$ cat config.mk
export PLATFORM = sky130hd
export DESIGN_NAME = gmp_ds_gen_flat
export DESIGN_NICKNAME = d
export VERILOG_FILES = /design/src/rtl/gmp_pkg.sv /design/src/rtl/gmp_ds_gen_if.sv /design/src/rtl/gmp_lane_step.sv /design/src/rtl/gmp_ds_gen.sv /design/src/flat_wrapper.sv
export SDC_FILE = /design/constraint.sdc
export NUM_CORES = 1
export LEC_CHECK = 0
export ABC_AREA = 1
export ABC_CLOCK_PERIOD_IN_PS = 14380
export CAP_MARGIN = 20
export CORE_ASPECT_RATIO = 1.1
export CORE_MARGIN = 2
export CORE_UTILIZATION = 41
export CTS_CLUSTER_SIZE = 10
export DETAILED_ROUTE_END_ITERATION = 8
export GPL_TIMING_DRIVEN = 0
export REMOVE_ABC_BUFFERS = 1
export SLEW_MARGIN = 10
export SYNTH_ARGS = -nofsm -noshare
export SYNTH_HDL_FRONTEND = slang
export SYNTH_SLANG_ARGS = --single-unit
$ cat constraint.sdc
create_clock -name clk -period 14.38 [get_ports clk]
set_input_delay 1.438 -clock clk [delete_from_list [all_inputs] [get_ports clk]]
set_output_delay 1.438 -clock clk [all_outputs]
set_load 0.01 [all_outputs]
$ cat src/rtl/gmp_pkg.sv
// Shared types for the GMP data/stuff generator: FSM states and accumulator sizing.
package gmp_pkg;

    typedef enum logic {
        IDLE = 1'b0,
        RUN  = 1'b1
    } gmp_state_e;

    // Extra bit on top of MPT_W so acc+cm never overflows before the compare.
    localparam int ACC_GUARD = 1;

endpackage

$ cat src/rtl/gmp_ds_gen_if.sv
// Parameter/request side and decision side of the GMP data/stuff generator.
interface gmp_ds_gen_if #(
    parameter int MPT_W = 8,
    parameter int LANES = 4
);
    logic [MPT_W-1:0] pm;
    logic [MPT_W-1:0] cm;
    logic             sof;
    logic             valid_in;
    logic             sof_out;
    logic             valid_out;
    logic             eof_out;
    logic [LANES-1:0] ds;
    logic [LANES-1:0] ds_mask;
    logic             err_sof_early;
    logic             err_sof_late;
    logic             err_param;

    modport master (
        output pm, cm, sof, valid_in,
        input  sof_out, valid_out, eof_out, ds, ds_mask,
               err_sof_early, err_sof_late, err_param
    );

    modport slave (
        input  pm, cm, sof, valid_in,
        output sof_out, valid_out, eof_out, ds, ds_mask,
               err_sof_early, err_sof_late, err_param
    );
endinterface

$ cat src/rtl/gmp_lane_step.sv
// One GMP slot decision: add cm, wrap by a single conditional subtract of pm.
module gmp_lane_step
    import gmp_pkg::*;
#(
    parameter int MPT_W = 8
) (
    input  logic [MPT_W-1:0] acc,
    input  logic [MPT_W-1:0] cm,
    input  logic [MPT_W-1:0] pm,
    input  logic             en,
    output logic [MPT_W-1:0] acc_nxt,
    output logic             ds
);
    localparam int ACC_W = MPT_W + ACC_GUARD;

    logic [ACC_W-1:0] sum;
    logic [ACC_W-1:0] pm_x;
    logic             wrap;

    assign sum  = ACC_W'(acc) + ACC_W'(cm);
    assign pm_x = ACC_W'(pm);
    assign wrap = (sum >= pm_x);

    // acc < pm and cm <= pm keep both branches below 2^MPT_W, so truncation is lossless.
    assign acc_nxt = !en ? acc : (wrap ? MPT_W'(sum - pm_x) : MPT_W'(sum));
    assign ds      = en & wrap;
endmodule

$ cat src/rtl/gmp_ds_gen.sv
// GMP data/stuff generator: LANES slot decisions per beat over a frame of pm slots.
//   state | meaning
//   IDLE  | waiting for sof with a legal (pm, cm) pair
//   RUN   | frame accepted, emitting one beat per valid_in until rem is spent
module gmp_ds_gen
    import gmp_pkg::*;
#(
    parameter int MPT_W = 8,
    parameter int LANES = 4
) (
    input  logic         clk,
    input  logic         rst_n,
    gmp_ds_gen_if.slave  bus
);
    localparam logic [MPT_W-1:0] LANES_W = MPT_W'(LANES);

    gmp_state_e       state;
    logic [MPT_W-1:0] pm_q;
    logic [MPT_W-1:0] cm_q;
    logic [MPT_W-1:0] acc_q;
    logic [MPT_W-1:0] rem_q;

    logic             sof_out_q;
    logic             valid_out_q;
    logic             eof_out_q;
    logic [LANES-1:0] ds_q;
    logic [LANES-1:0] ds_mask_q;
    logic             err_early_q;
    logic             err_late_q;
    logic             err_param_q;

    logic [MPT_W-1:0] acc_chain [LANES+1];
    logic [LANES-1:0] ds_c;
    logic [LANES-1:0] en_c;
    logic             param_ok;

    assign param_ok     = (bus.pm != '0) && (bus.cm <= bus.pm);
    assign acc_chain[0] = acc_q;

    for (genvar k = 0; k < LANES; k++) begin : g_lane
        assign en_c[k] = (MPT_W'(k) < rem_q);

        gmp_lane_step #(.MPT_W(MPT_W)) u_step (
            .acc     (acc_chain[k]),
            .cm      (cm_q),
            .pm      (pm_q),
            .en      (en_c[k]),
            .acc_nxt (acc_chain[k+1]),
            .ds      (ds_c[k])
        );
    end

    always_ff @(posedge clk or negedge rst_n) begin
        if (!rst_n) begin
            state       <= IDLE;
            pm_q        <= '0;
            cm_q        <= '0;
            acc_q       <= '0;
            rem_q       <= '0;
            sof_out_q   <= 1'b0;
            valid_out_q <= 1'b0;
            eof_out_q   <= 1'b0;
            ds_q        <= '0;
            ds_mask_q   <= '0;
            err_early_q <= 1'b0;
            err_late_q  <= 1'b0;
            err_param_q <= 1'b0;
        end else begin
            sof_out_q   <= 1'b0;
            valid_out_q <= 1'b0;
            eof_out_q   <= 1'b0;
            ds_q        <= '0;
            ds_mask_q   <= '0;
            err_early_q <= 1'b0;
            err_late_q  <= 1'b0;
            err_param_q <= 1'b0;

            // sof takes priority over valid_in: a beat in the sof cycle is the header.
            if (bus.sof) begin
                if (state == RUN) begin
                    err_early_q <= 1'b1;
                end
                if (param_ok) begin
                    pm_q      <= bus.pm;
                    cm_q      <= bus.cm;
                    acc_q     <= '0;
                    rem_q     <= bus.pm;
                    state     <= RUN;
                    sof_out_q <= 1'b1;
                end else begin
                    err_param_q <= 1'b1;
                    state       <= IDLE;
                end
            end else if (bus.valid_in) begin
                if (state == IDLE) begin
                    err_late_q <= 1'b1;
                end else begin
                    valid_out_q <= 1'b1;
                    ds_q        <= ds_c;
                    ds_mask_q   <= en_c;
                    acc_q       <= acc_chain[LANES];
                    rem_q       <= rem_q - LANES_W;
                    if (rem_q <= LANES_W) begin
                        eof_out_q <= 1'b1;
                        state     <= IDLE;
                    end
                end
            end
        end
    end

    assign bus.sof_out       = sof_out_q;
    assign bus.valid_out     = valid_out_q;
    assign bus.eof_out       = eof_out_q;
    assign bus.ds            = ds_q;
    assign bus.ds_mask       = ds_mask_q;
    assign bus.err_sof_early = err_early_q;
    assign bus.err_sof_late  = err_late_q;
    assign bus.err_param     = err_param_q;
endmodule

$ cat src/flat_wrapper.sv
// flat-port wrapper written by rule: the top's interface ports become plain ports
module gmp_ds_gen_flat import gmp_pkg::*;
#(
    parameter int MPT_W = 8,
    parameter int LANES = 4
)
  (clk, rst_n, bus_pm, bus_cm, bus_sof, bus_valid_in, bus_sof_out, bus_valid_out, bus_eof_out, bus_ds, bus_ds_mask, bus_err_sof_early, bus_err_sof_late, bus_err_param);
  gmp_ds_gen_if #(.MPT_W(MPT_W), .LANES(LANES)) bus_i ();
  input  logic clk;
  input  logic rst_n;
  input wire logic [$bits(bus_i.pm)-1:0] bus_pm;
  input wire logic [$bits(bus_i.cm)-1:0] bus_cm;
  input wire logic [$bits(bus_i.sof)-1:0] bus_sof;
  input wire logic [$bits(bus_i.valid_in)-1:0] bus_valid_in;
  output wire logic [$bits(bus_i.sof_out)-1:0] bus_sof_out;
  output wire logic [$bits(bus_i.valid_out)-1:0] bus_valid_out;
  output wire logic [$bits(bus_i.eof_out)-1:0] bus_eof_out;
  output wire logic [$bits(bus_i.ds)-1:0] bus_ds;
  output wire logic [$bits(bus_i.ds_mask)-1:0] bus_ds_mask;
  output wire logic [$bits(bus_i.err_sof_early)-1:0] bus_err_sof_early;
  output wire logic [$bits(bus_i.err_sof_late)-1:0] bus_err_sof_late;
  output wire logic [$bits(bus_i.err_param)-1:0] bus_err_param;
  assign bus_i.pm = bus_pm;
  assign bus_i.cm = bus_cm;
  assign bus_i.sof = bus_sof;
  assign bus_i.valid_in = bus_valid_in;
  assign bus_sof_out = bus_i.sof_out;
  assign bus_valid_out = bus_i.valid_out;
  assign bus_eof_out = bus_i.eof_out;
  assign bus_ds = bus_i.ds;
  assign bus_ds_mask = bus_i.ds_mask;
  assign bus_err_sof_early = bus_i.err_sof_early;
  assign bus_err_sof_late = bus_i.err_sof_late;
  assign bus_err_param = bus_i.err_param;
  gmp_ds_gen #(.MPT_W(MPT_W), .LANES(LANES)) u_core (.clk(clk), .rst_n(rst_n), .bus(bus_i));
endmodule
==> flow_summary.yaml <==
final_layout:
  final_cell_count_no_fill: 1099
  fin_nets: 1015
  drive_above_1_share_pct: 2.634
  areaGrowthSynthToFinish_pct: 11.43
  post-route-util_pct: 46.78
  antenna_cells: 0
synth:
  synthArstFlopShare_pct: 100.0
  ys_seq_area_share_pct: 20.31
  yosys_warnings: 0
  yosysTopAreaCell: "dfrtp_1"
  synth.area.top_cells: "dfrtp_1 (20%), nand2_1 (17%), ha_1 (17%)"
  avgSynthCellArea_um2: 6.589
  mappedNetlistArea_mm2: 0.005792
  synthCells: 879
  synth_top_area_share_pct: 20.31
  synth_edf_count: 0
  synth_ff_type: "dfrtp_1"
  synth-seq-cells: 47
  synthDistinctLibCells: 42
grt:
  grt_antenna_before_repair: 0
  grt_overflow_total: 0
  grt_pass1_wl_um: 26520
  grt_pass1_vias: 5196
  grt_max_degree: 26
  grt_usage_pct: 22.15
clocking:
  cts_tree: "done"
  ctsHoldBuffers: 0
  cts_sinks: 47
  post_cts_buffers: 0
  cts_buffers: 5
  cts-htree-levels: 2
  cts.clk_slew.worst_paths_ns: 0.07
  clkLatencyLatePin_ns: 0.29
  clockRootBuffer: "clkbuf_16"
  postCtsResizedCells: 0
  clockBufferDepth: 2
worst_hold_path:
  hp-start: "u_core.pm_q[7]"
  hp-class: "register to register"
worst_setup_path:
  startpoint_type: "register"
  crit_type: "register to register"
  worstPathRequired_ns: 14.56
  crit_family: "simple AND/OR/NAND/NOR gates"
  worst-path-buf-inv: 9
  slowest_stage: "dfrtp_1"
  endpoint_kind: "register"
  cp.arrival_ns: 12.16
  crit_path_max_incr_delay_ns: 0.48
  crit_fanout: 12
  crit_start: "u_core.cm_q[0]"
  r2r_start: "u_core.cm_q[0]"
  crit_path_frequent_cell: "nand2_1"
timing:
  finalSetupViolations: 0
  drv_slew: 0
  fin_crit_ns: 11.98
  final-hold-violation-count: 0
  final.period_utilization_pct: 83.29
  final.setup_skew_ns: 0.002578
  rsz0062_at_grt: "false"
  max_clock_freq_ghz: 0.08349
  tns_ns: 0
  slew_headroom_pct: 26.66
  tightest_slew_ns: 1.100
run_status:
  status: "completed"
placement:
  dp_cells: 1091
  portBuffers: 33
  dp_hpwl_um: 13380
  finalWeightedCongestion: 0.8946
floorplanning:
  core.rowCount: 45
  io_pins: 34
  core_mm2: 0.01379
  die_area_mm2: 0.01509
  die_h_um: 128.7
  start_util_pct: 41.99
  chipWidth_um: 117.3
routing:
  drt-vias-per-instance: 5.072
  drc: 0
  drt-total-wl_um: 16450
  ant_nets: 0
  dr.first_iter.drc_count: 358
  wl_per_cell_um: 14.96
  via_count: 5574
  dr.pass1.iters: 5
flow_run:
  max-cap-violations: 0
-- cell usage after synthesis, drive strengths merged (8+ instances only) --
library cell / count
nand3: 92
a21oi: 37
nand2: 273
nand3b: 8
fa: 8
ha: 77
and2: 8
inv: 144
xor2: 21
o211ai: 8
nor2: 48
o21ai: 37
nand4: 16
xnor2: 14
dfrtp: 47
nor3: 8
-- logic make-up (layout without fill, tap and decap cells) --
| logic type | count (synthesis) | count (layout) | synth area share, % |
|---|---|---|---|
| AOI/OAI and AO/OA | 96 | 96 | 9.441 |
| adders and majority gates | 85 | 85 | 19.40 |
| and+or+nand+nor | 462 | 462 | 35.02 |
| buffers and inverters | 154 | 186 | 10.54 |
| DFF | 47 | 47 | 20.31 |
| xor gates and xnor gates | 35 | 35 | 5.293 |
-- sequential cells by signal, indices dropped and copies added, names as in the netlist --
signal / flops
u_core.acc_q: 8
u_core.bus.ds: 4
u_core.bus.ds_mask: 4
u_core.bus.eof_out: 1
u_core.bus.err_param: 1
u_core.bus.err_sof_early: 1
u_core.bus.err_sof_late: 1
u_core.bus.sof_out: 1
u_core.bus.valid_out: 1
u_core.cm_q: 8
u_core.pm_q: 8
u_core.rem_q: 8
u_core.state: 1
-- area by class of cell --
| type | count | area, µm² |
|---|---|---|
| Timing Repair Buffer | 34 | 345.3 |
| Sequential cell | 47 | 1176 |
| Clock inverter | 1 | 8.758 |
| Clock buffer | 7 | 142.6 |
| Fill cell | 1497 | 7341 |
| Multi-Input combinational cell | 678 | 4005 |
| Tap cell | 188 | 235.2 |
| Inverter | 144 | 540.5 |
-- worst register-to-register path, delay by kind of cell (launching register included) --
family	cells	cell delay, ns
simple gates	45	5.23
fa+ha+maj	12	3.71
compound gates	7	0.96
buf+inv	9	0.84
xor+xnor	3	0.65
flops	1	0.48
-- per-stage QoR --
| step | worst slack (ns) | hold WS [ns] | area, µm² |
|---|---|---|---|
| floorplan | 4.254 | 0.4530 | 5722 |
| global placement | 2.499 | 0.4668 | 6287 |
| detailed placement | 2.506 | 0.4779 | 6302 |
| CTS | 2.447 | 0.4948 | 6454 |
| global route | 1.161 | 0.5169 | 6454 |
| finish | 2.403 | 0.4885 | 6454 |
-- cell usage in the layout, fill, tap and decap left out, drive strengths merged --
cell / Yosys / final
nand3b: 8 / 8
clkbuf: 4 / 7
nand3: 92 / 92
dfrtp: 47 / 47
a21boi: 2 / 2
nor3b: 1 / 1
nor3: 8 / 8
clkdlybuf4s50: 0 / 32
or3: 1 / 1
fa: 8 / 8
clkinv: 0 / 1
a21o: 2 / 2
xor2: 21 / 21
o21ai: 37 / 37
o21bai: 5 / 5
nand2: 273 / 273
or2: 5 / 5
nand4: 16 / 16
o21a: 1 / 1
a21oi: 37 / 37
o22ai: 1 / 1
buf: 6 / 2
a31oi: 3 / 3
inv: 144 / 144
nor2: 48 / 48
xnor2: 14 / 14
nor4: 2 / 2
o211ai: 8 / 8
ha: 77 / 77
and2: 8 / 8
-- final timing paths --
check	endpoint	slack [ns]	cells after the start
worst max-delay path	u_core.acc_q[5]	2.40	76
worst min-delay path	u_core.pm_q[7]	0.49	2
worst max register to register	u_core.acc_q[5]	2.40	76
worst min register to register	u_core.pm_q[7]	0.49	2
max in group asynchronous	u_core.cm_q[5]	12.71	2
min in group asynchronous	u_core.state	1.13	1
-- metal layers --
layer | global-route usage [%] | routed length [µm] | vias up
li1 | - | - | 2898
met1 | 28.18 | 7482 | 2543
met2 | 39.49 | 7858 | 106
met3 | 1.950 | 554 | 27
met4 | 8.079 | 549 | 0
met5 | 0 | 0 | -
Power is not shown: default switching activity piles up to over one toggle a cycle in this logic, so the estimate is an artifact.
